===== config.mk =====
export PLATFORM = sky130hd
export DESIGN_NAME = modmult_radix
export DESIGN_NICKNAME = d
export VERILOG_FILES = /design/src/rtl/rsa_pkg.sv /design/src/rtl/modmult_step.sv /design/src/rtl/modmult_radix.sv
export SDC_FILE = /design/constraint.sdc
export NUM_CORES = 1
export LEC_CHECK = 0
export ABC_AREA = 0
export CELL_PAD_IN_SITES_DETAIL_PLACEMENT = 2
export CELL_PAD_IN_SITES_GLOBAL_PLACEMENT = 2
export CORE_UTILIZATION = 33
export CTS_CLUSTER_DIAMETER = 40
export CTS_CLUSTER_SIZE = 14
export DETAILED_ROUTE_END_ITERATION = 8
export GPL_ROUTABILITY_DRIVEN = 1
export PLACE_DENSITY = 0.82
export SLEW_MARGIN = 20
export SYNTH_ARGS = -nofsm -noshare
export SYNTH_HDL_FRONTEND = slang
export SYNTH_SLANG_ARGS = --single-unit

===== constraint.sdc =====
create_clock -name clk -period 15.3 [get_ports clk]
set_input_delay 1.53 -clock clk [delete_from_list [all_inputs] [get_ports clk]]
set_output_delay 1.53 -clock clk [all_outputs]
set_load 0.01 [all_outputs]

===== src/rtl/rsa_pkg.sv =====
// rtl/rsa_pkg.sv - shared types and helpers for the RSA datapath blocks
package rsa_pkg;

    typedef enum logic [1:0] {
        IDLE = 2'd0,
        CALC = 2'd1,
        DONE = 2'd2
    } mm_state_t;

    // Width of a counter that must hold the value width/k (the number of step groups).
    function automatic int cnt_width(input int width, input int k);
        return $clog2(width / k + 1);
    endfunction

endpackage


===== src/rtl/modmult_step.sv =====
// rtl/modmult_step.sv - one combinational radix-2 Blakley step: r_next = (2r + bit*a) mod n
module modmult_step #(
    parameter int WIDTH = 16
) (
    input  logic [WIDTH-1:0] r,
    input  logic [WIDTH-1:0] a,
    input  logic [WIDTH-1:0] n,
    input  logic             b_bit,
    output logic [WIDTH-1:0] r_next
);

    logic [WIDTH:0]   n_x;
    logic [WIDTH:0]   t;
    logic [WIDTH:0]   u;
    logic [WIDTH-1:0] t_red;

    // With r < n and a < n, one conditional subtract after each add keeps everything below n.
    assign n_x   = {1'b0, n};
    assign t     = {r, 1'b0};
    assign t_red = (t >= n_x) ? WIDTH'(t - n_x) : WIDTH'(t);
    assign u     = {1'b0, t_red} + {1'b0, a};

    assign r_next = !b_bit      ? t_red :
                    (u >= n_x)  ? WIDTH'(u - n_x) : WIDTH'(u);

endmodule


===== src/rtl/modmult_radix.sv =====
// rtl/modmult_radix.sv - interleaved modular multiplier retiring K bits of b per clock
module modmult_radix
    import rsa_pkg::*;
#(
    parameter int WIDTH = 16,
    parameter int K     = 1
) (
    input  logic             clk,
    input  logic             rst_n,
    input  logic             start,
    input  logic [WIDTH-1:0] a,
    input  logic [WIDTH-1:0] b,
    input  logic [WIDTH-1:0] n,
    output logic             busy,
    output logic             done,
    output logic [WIDTH-1:0] result,
    output logic             err
);

    localparam int CW    = cnt_width(WIDTH, K);
    localparam int STEPS = WIDTH / K;

    if (WIDTH < 2 || K < 1 || (WIDTH % K) != 0) begin : g_param_check
        $error("modmult_radix: WIDTH must be >= 2 and an integer multiple of K");
    end

    mm_state_t        state;
    logic [WIDTH-1:0] r;
    logic [WIDTH-1:0] areg;
    logic [WIDTH-1:0] breg;
    logic [WIDTH-1:0] nreg;
    logic [CW-1:0]    cnt;
    logic [WIDTH-1:0] chain [0:K];

    // K steps chained per clock, consuming b from its MSB downward.
    assign chain[0] = r;
    for (genvar i = 0; i < K; i++) begin : g_step
        modmult_step #(.WIDTH(WIDTH)) u_step (
            .r      (chain[i]),
            .a      (areg),
            .n      (nreg),
            .b_bit  (breg[WIDTH-1-i]),
            .r_next (chain[i+1])
        );
    end

    always_ff @(posedge clk or negedge rst_n) begin
        if (!rst_n) begin
            state  <= IDLE;
            r      <= '0;
            areg   <= '0;
            breg   <= '0;
            nreg   <= '0;
            cnt    <= '0;
            busy   <= 1'b0;
            done   <= 1'b0;
            result <= '0;
            err    <= 1'b0;
        end else begin
            case (state)
                IDLE: begin
                    done <= 1'b0;
                    if (start) begin
                        areg <= a;
                        breg <= b;
                        nreg <= n;
                        busy <= 1'b1;
                        if (n == '0 || a >= n || b >= n) begin
                            state  <= DONE;
                            result <= '0;
                            err    <= 1'b1;
                            done   <= 1'b1;
                        end else begin
                            state <= CALC;
                            r     <= '0;
                            cnt   <= CW'(STEPS);
                        end
                    end
                end
                CALC: begin
                    r    <= chain[K];
                    breg <= breg << K;
                    cnt  <= cnt - CW'(1);
                    if (cnt == CW'(1)) begin
                        state  <= DONE;
                        result <= chain[K];
                        err    <= 1'b0;
                        done   <= 1'b1;
                    end
                end
                DONE: begin
                    state <= IDLE;
                    done  <= 1'b0;
                    busy  <= 1'b0;
                end
                default: begin
                    state <= IDLE;
                    done  <= 1'b0;
                    busy  <= 1'b0;
                end
            endcase
        end
    end

endmodule

* Yosys cells after proc, flatten, opt, wreduce, memory -nomap -nowiden
Cells that the tools add are included.
** Word-level totals
- Flip-flop bits (word level) :: 90
- Memories kept :: 0
- Input port bits :: 51
- Bits in latches :: 0
- Bits in writable memories :: 0
- Memory bits (read-only) :: 0
** Cells by class
- Shift-type cells :: 0
- Multipliers :: 0
- Multiplexer cells :: 29
- Reduce and logical (&&, ||, !) cells :: 11
- Bitwise operators :: 1
- Div/mod/pow operators :: 0
- Order comparisons :: 4
- $add $sub $neg :: 4
- Equality and inequality tests :: 6
** Operators with widths (count)
- 2-to-1 mux 16 bit :: 9
- case mux 16 bit (2 select lines) :: 3
- >= comparator 17 x 16 -> 1 bit :: 2
- >= comparator 16 bit :: 2
- subtractor 16 bit :: 2
- adder 16 x 16 -> 17 bit :: 1
- zero test 16 bit :: 1
- 2-to-1 mux 5 bit :: 2
- case mux 5 bit (2 select lines) :: 1
- != test 2 bit, second input constant :: 4
- AND reduction 2 bit :: 4
- 2-to-1 mux 1 bit :: 7
- 2-to-1 mux 2 bit :: 3
- case mux 1 bit (2 select lines) :: 3
- equality test 5 x 1 -> 1 bit, second input constant :: 1
- subtractor 5 x 1 -> 5 bit, second input constant :: 1
- case mux 2 bit (2 select lines) :: 1
- AND reduction 4 bit :: 1
- AND reduction 3 bit :: 1
- equality test 2 x 1 -> 1 bit, second input constant :: 1
- zero test 2 bit :: 1
- logical OR 1 bit :: 2
- nonzero test 2 bit :: 1
- NOT 1 bit :: 1

* Longest topological paths before layout
- Word-level depth :: 8
- Gate-level depth with buffers :: 29
- Depth with buffers taken out :: 25

* Modules after synthesis
Synthesis repeated with hierarchy kept, for this count alone.
** Unflattened totals
- Cells, all modules :: 785
- Area total of the unflattened synthesis :: 7487.2 sq um
** Modules (own cells, without submodules)
- modmult_radix :: area an instance 4498.1 sq um, cells an instance 394, times used 1
- modmult_step :: area an instance 2989.1 sq um, cells an instance 391, times used 1

* Worst setup path after synthesis
Ideal clock, no wire load.
- Path kind :: register -> register
- Start :: register r[9]
- End :: register result[13]
- Required time :: 15179 ps
- Cell stages (with the launch flop) :: 28
- Setup slack :: 9407 ps
- Library setup time :: 121 ps
- Data arrival time :: 5772 ps
- Cell sequence :: dfrtp_1 -> ha_1 -> buf_6 -> nand4_2 -> or3_1 -> a211oi_4 -> o41a_1 -> nor2_4 -> buf_2 -> nor2_1 -> ha_1 -> inv_1 -> fa_1 -> nor2b_1 -> o2111ai_1 -> and3_1 -> o31ai_1 -> a31oi_1 -> xnor2_1 -> ha_1 -> a21o_1 -> a211o_1 -> a211oi_1 -> o21a_1 -> buf_2 -> a211oi_1 -> a311o_1 -> a22o_1
** Between the ends
- Word-level cells in the longest chain between the ends :: 8
** Ends and longest elaborated chain
- start, declared :: RTL line modmult_radix.sv:28 : logic [WIDTH-1:0] r;
- start signal, assigned :: RTL line modmult_radix.sv:81 : r <= chain[K];
- subtractor 16 bit or >= comparator 17 x 16 -> 1 bit (tied branches) :: RTL line modmult_step.sv:20 : assign t_red = (t >= n_x) ? WIDTH'(t - n_x) : WIDTH'(t);
- 2-to-1 mux 16 bit * :: RTL line modmult_step.sv:20
- adder 16 x 16 -> 17 bit :: RTL line modmult_step.sv:21 : assign u = {1'b0, t_red} + {1'b0, a};
- subtractor 16 bit or >= comparator 17 x 16 -> 1 bit (tied branches) :: RTL line modmult_step.sv:24 : (u >= n_x) ? WIDTH'(u - n_x) : WIDTH'(u);
- 2-to-1 mux 16 bit :: RTL line modmult_step.sv:24
- 2-to-1 mux 16 bit * :: RTL line modmult_step.sv:23 : assign r_next = !b_bit ? t_red :
- 2-to-1 mux 16 bit * :: RTL line modmult_radix.sv:84 : if (cnt == CW'(1)) begin
- case mux 16 bit (2 select lines) * :: RTL line modmult_radix.sv:60 : case (state)
- end signal, assigned :: RTL line modmult_radix.sv:86 : result <= chain[K];
- end, declared :: RTL line modmult_radix.sv:16 : output logic [WIDTH-1:0] result,
Every way passes the cells marked *; elsewhere a longest branch is shown, timed or not. The select of a mux whose other input is x is not followed.
A chain may end at the register's enable or synchronous reset.

* Worst setup path in the final report
- Start :: register nreg[1]
- End :: register result[0]
** Between the ends
- Word-level cells in the longest chain between the ends :: 8
** Ends and longest elaborated chain
- start, declared :: RTL line modmult_radix.sv:31 : logic [WIDTH-1:0] nreg;
- start signal, assigned :: RTL line modmult_radix.sv:66 : nreg <= n;
- >= comparator 17 x 16 -> 1 bit or subtractor 16 bit (tied branches) :: RTL line modmult_step.sv:20
- 2-to-1 mux 16 bit :: RTL line modmult_step.sv:20
- adder 16 x 16 -> 17 bit :: RTL line modmult_step.sv:21
- subtractor 16 bit or >= comparator 17 x 16 -> 1 bit (tied branches) :: RTL line modmult_step.sv:24
- 2-to-1 mux 16 bit :: RTL line modmult_step.sv:24
- 2-to-1 mux 16 bit * :: RTL line modmult_step.sv:23
- 2-to-1 mux 16 bit * :: RTL line modmult_radix.sv:84
- case mux 16 bit (2 select lines) * :: RTL line modmult_radix.sv:60
Marks and branches as above.

==> reports/qor.csv <==
stage,metric,value,unit
run_status,status,"complete, no violations",
clock_network,post-CTS setup buffer count,0,
die,num ports,70,
cells_and_area,"Core Util, Final",39.9,%
die,FP Rows,53,
logic_synthesis,register area share after synthesis,31.0,%
die,Die W,150,µm
route,max layer used,met4,
global_routing,largest net degree at the start of global routing,52,
route,routed wl met2,13.0,mm
route,routed vias/inst,5.86,
route,DRT Pass-1 Iters,5,
die,Die Area,0.0226,mm²
logic_synthesis,Post-Syn Instances,838,
cells_and_area,multi-input logic area,0.00463,mm²
critical_path,CP Capture Type,flop,
timing,Tcrit/Tclk final,50.0,%
global_routing,antenna violations before repair,0,
logic_synthesis,ys async rst share,100,%
flow_run,max_cap viols,0,
critical_path,CP Data Arrival Time,7.96,ns
cells_and_area,Post-layout nets,1028,
logic_synthesis,Synth Register Bits,90,
timing,worst hold slack,0.482,ns
placed_design,hpwl dp,21.1,mm
global_routing,first-pass GRT wire length,42.4,mm
timing,post-route setup slack,7.64,ns
clock_network,H-tree depth,3,
timing,fmax,131,MHz
global_routing,GRT overflow,0,
logic_synthesis,mapped cell area,0.00727,mm²
cells_and_area,ratio of cells with drive above 1 in the final layout,6.47,%
route,DRC,0,
die,Initial Util,34.2,%
timing,Rel. slew slack,23.4,%
placed_design,Final GP Congestion,0.904,
die,core area,0.0213,mm²
min_path,Hold/Removal Path Class,reg2reg,
timing,final hold vios,0,
critical_path,CP Launch Type,flop,
logic_synthesis,syn nets,974,
critical_path,CP max-delay cell,o41ai_4,
route,Metal-1 WL,11.8,mm
cells_and_area,register area,0.00225,mm²
clock_network,TritonCTS clock tree,done,
timing,Final min period,7.66,ns
logic_synthesis,Netlist cell types,76,
timing,Finish-stage setup viols,0,
route,WL per Instance,22.7,µm
timing,max-slew violation count,0,
logic_synthesis,most common flop cell mapped by yosys,dfrtp_1,
clock_network,"Reg clk slew, reported paths",0.08,ns
global_routing,vias in the first global route,7574,
route,initial drt markers,312,
clock_network,clock sink count,90,
clock_network,maximum root-to-sink buffer count,2,
placed_design,IO Port Bufs,69,
cells_and_area,Syn-to-layout area delta,16.9,%
clock_network,TritonCTS Buffers,9,
clock_network,Worst-Skew Late Latency,0.36,ns
clock_network,clock tree root driver cell,clkbuf_16,
global_routing,global router's overall resource usage,24.8,%
clock_network,post-CTS resize count,0,
critical_path,"Req. time, crit path",15.60,ns
clock_network,CTS Hold Buffers Added,0,
timing,Setup Skew,0.0146,ns
timing,setup TNS,0,ns
cells_and_area,FILL cells,2374,
logic_synthesis,Mean Syn Cell Area,8.68,µm²
placed_design,pre-CTS setup slack,7.76,ns
critical_path,CP cell instances,"inv_1, ha_1, nor2b_1, o31ai_1, a211oi_4, o41ai_4, nand3_1, nand2_1, inv_1, fa_1, nor2b_1, o2111ai_1, and3_1, o31ai_1, a31oi_1, xnor2_1, ha_1, a21o_1, a211o_1, a211oi_1, o21a_1, nand3_1, a311oi_1, mux2_2",
timing,unrepaired setup endpoints after global routing,false,
route,final antenna-violating net count,0,
critical_path,Crit path max-delay family,compound AO/OA/AOI/OAI gates,
logic_synthesis,leading post-synthesis cells by cell area,"dfrtp_1 (31%), ha_1 (14%), nand2_1 (5.7%), o21ai_0 (5.4%), a21o_1 (3.3%)",
timing,Worst-Margin Slew,1.15,ns
die,height of the die,150,µm
logic_synthesis,"area leader, netlist",dfrtp_1,
route,final WL,26.6,mm
cells_and_area,Antenna diodes,0,
logic_synthesis,Synth Warn #,0,
critical_path,max incr delay on CP,0.94,ns
route,via count,6863,
critical_path,crit path kind,reg2reg,
critical_path,Crit path buffers/inverters,2,
logic_synthesis,Synth top area share,31.0,%
logic_synthesis,"EDFF count, synth",0,
route,met3 wire len,909,µm
critical_path,Critical Path Fanout Max,24,
## cell usage after synthesis, types with 4 or more instances
library cell / count
nand3_1: 20
a22oi_1: 17
nand4_1: 11
a22o_1: 4
inv_1: 59
or2_2: 4
o21a_1: 6
ha_1: 82
nor2_1: 29
and3_1: 10
dfrtp_1: 90
o221ai_1: 4
a211o_1: 5
a21o_1: 32
nand2_1: 110
nor3_1: 13
a31oi_1: 6
clkbuf_1: 20
nor2b_1: 5
nand2b_1: 10
clkbuf_8: 4
o211ai_1: 4
xor2_1: 13
nor4_1: 7
o22ai_1: 4
a21oi_1: 36
a21boi_0: 4
a21oi_2: 4
o21bai_1: 4
or3_1: 8
o31ai_1: 16
a311oi_1: 7
buf_2: 5
mux2_2: 6
xnor2_1: 20
a211oi_1: 22
o21ai_0: 78
## layout by cell type (no fill, tap or decap), drive strengths merged, types with 5 or more instances in the layout
| cell type | synthesis | routed |
|---|---|---|
| nand2 | 111 | 111 |
| dfrtp | 90 | 90 |
| ha | 82 | 82 |
| o21ai | 81 | 81 |
| clkdlybuf4s50 | 0 | 68 |
| inv | 59 | 62 |
| a21oi | 41 | 41 |
| a21o | 32 | 32 |
| nor2 | 30 | 30 |
| a211oi | 25 | 25 |
| nand3 | 20 | 20 |
| xnor2 | 20 | 20 |
| a22oi | 17 | 17 |
| o31ai | 17 | 17 |
| xor2 | 13 | 13 |
| nor3 | 13 | 13 |
| nand4 | 12 | 12 |
| and3 | 10 | 10 |
| nand2b | 10 | 10 |
| clkbuf | 24 | 10 |
| or3 | 10 | 10 |
| nor4 | 8 | 8 |
| a311oi | 7 | 7 |
| o21a | 7 | 7 |
| mux2 | 6 | 6 |
| a31oi | 6 | 6 |
| buf | 7 | 6 |
| nor2b | 5 | 5 |
| a211o | 5 | 5 |
| a31o | 5 | 5 |
## final cells by class
type / instances / share of cell area (%)
sequential: 90 / 26.5
tap: 275 / 4.05
timing repair buffer: 74 / 8.54
multi-input combinational: 657 / 54.4
clock buffer: 10 / 2.69
clock inverter: 6 / 1.13
inverter: 60 / 2.65
## metal layers
metal / GRT usage [%] / up-vias
met2: 43.2 / 148
met1: 31.4 / 3494
met4: 10.0 / 0
met3: 2.33 / 39
li1: - / 3182
met5: 0 / -
## path summary, 6_finish.rpt
| path | start | to | slack (ns) | cells past startpoint |
|---|---|---|---|---|
| setup / recovery | nreg[1] | result[0] | 7.64 | 24 |
| hold reg to reg | result[1] | result[1] | 0.48 | 2 |
| hold / removal | result[1] | result[1] | 0.48 | 2 |
| min in group asynchronous | rst_n | areg[13] | 1.21 | 1 |
| max in group asynchronous | rst_n | r[3] | 13.05 | 2 |
| setup reg to reg | nreg[1] | result[0] | 7.64 | 24 |
## tightest hold or removal path, delay by kind of cell, from the launching register on
family / cells / cell delay [ns]
AOI/OAI and AO/OA: 1 / 0.06
DFF: 1 / 0.34
and+or+nand+nor: 1 / 0.05
## metrics by stage
step | area (µm²) | instances
2_1_floorplan | 7270 | 838
3_3_place_gp | 8170 | 1156
3_5_place_dp | 8170 | 1156
4_1_cts | 8500 | 1172
5_1_grt | 8500 | 1172
6_report | 8500 | 1172
## sequential cells by signal, indices dropped and copies added (netlist names)
signal,count
areg,16
breg,16
busy,1
cnt,5
done,1
err,1
nreg,16
r,16
result,16
state,2
## cells by family after synthesis
logic type | after synthesis | synth area share (%)
AND/OR/NAND/NOR | 246 | 16.4
AO/OA/AOI/OAI | 286 | 27.1
adder cells (fa/ha/maj) | 85 | 14.9
flip-flops | 90 | 31.0
XOR/XNOR | 33 | 3.98
buffers and inverters | 91 | 5.54
multiplexers | 7 | 1.07
Power is left out: the tool's default activity adds up to more than one toggle a clock period on the data nets, which glitch-free logic cannot reach.
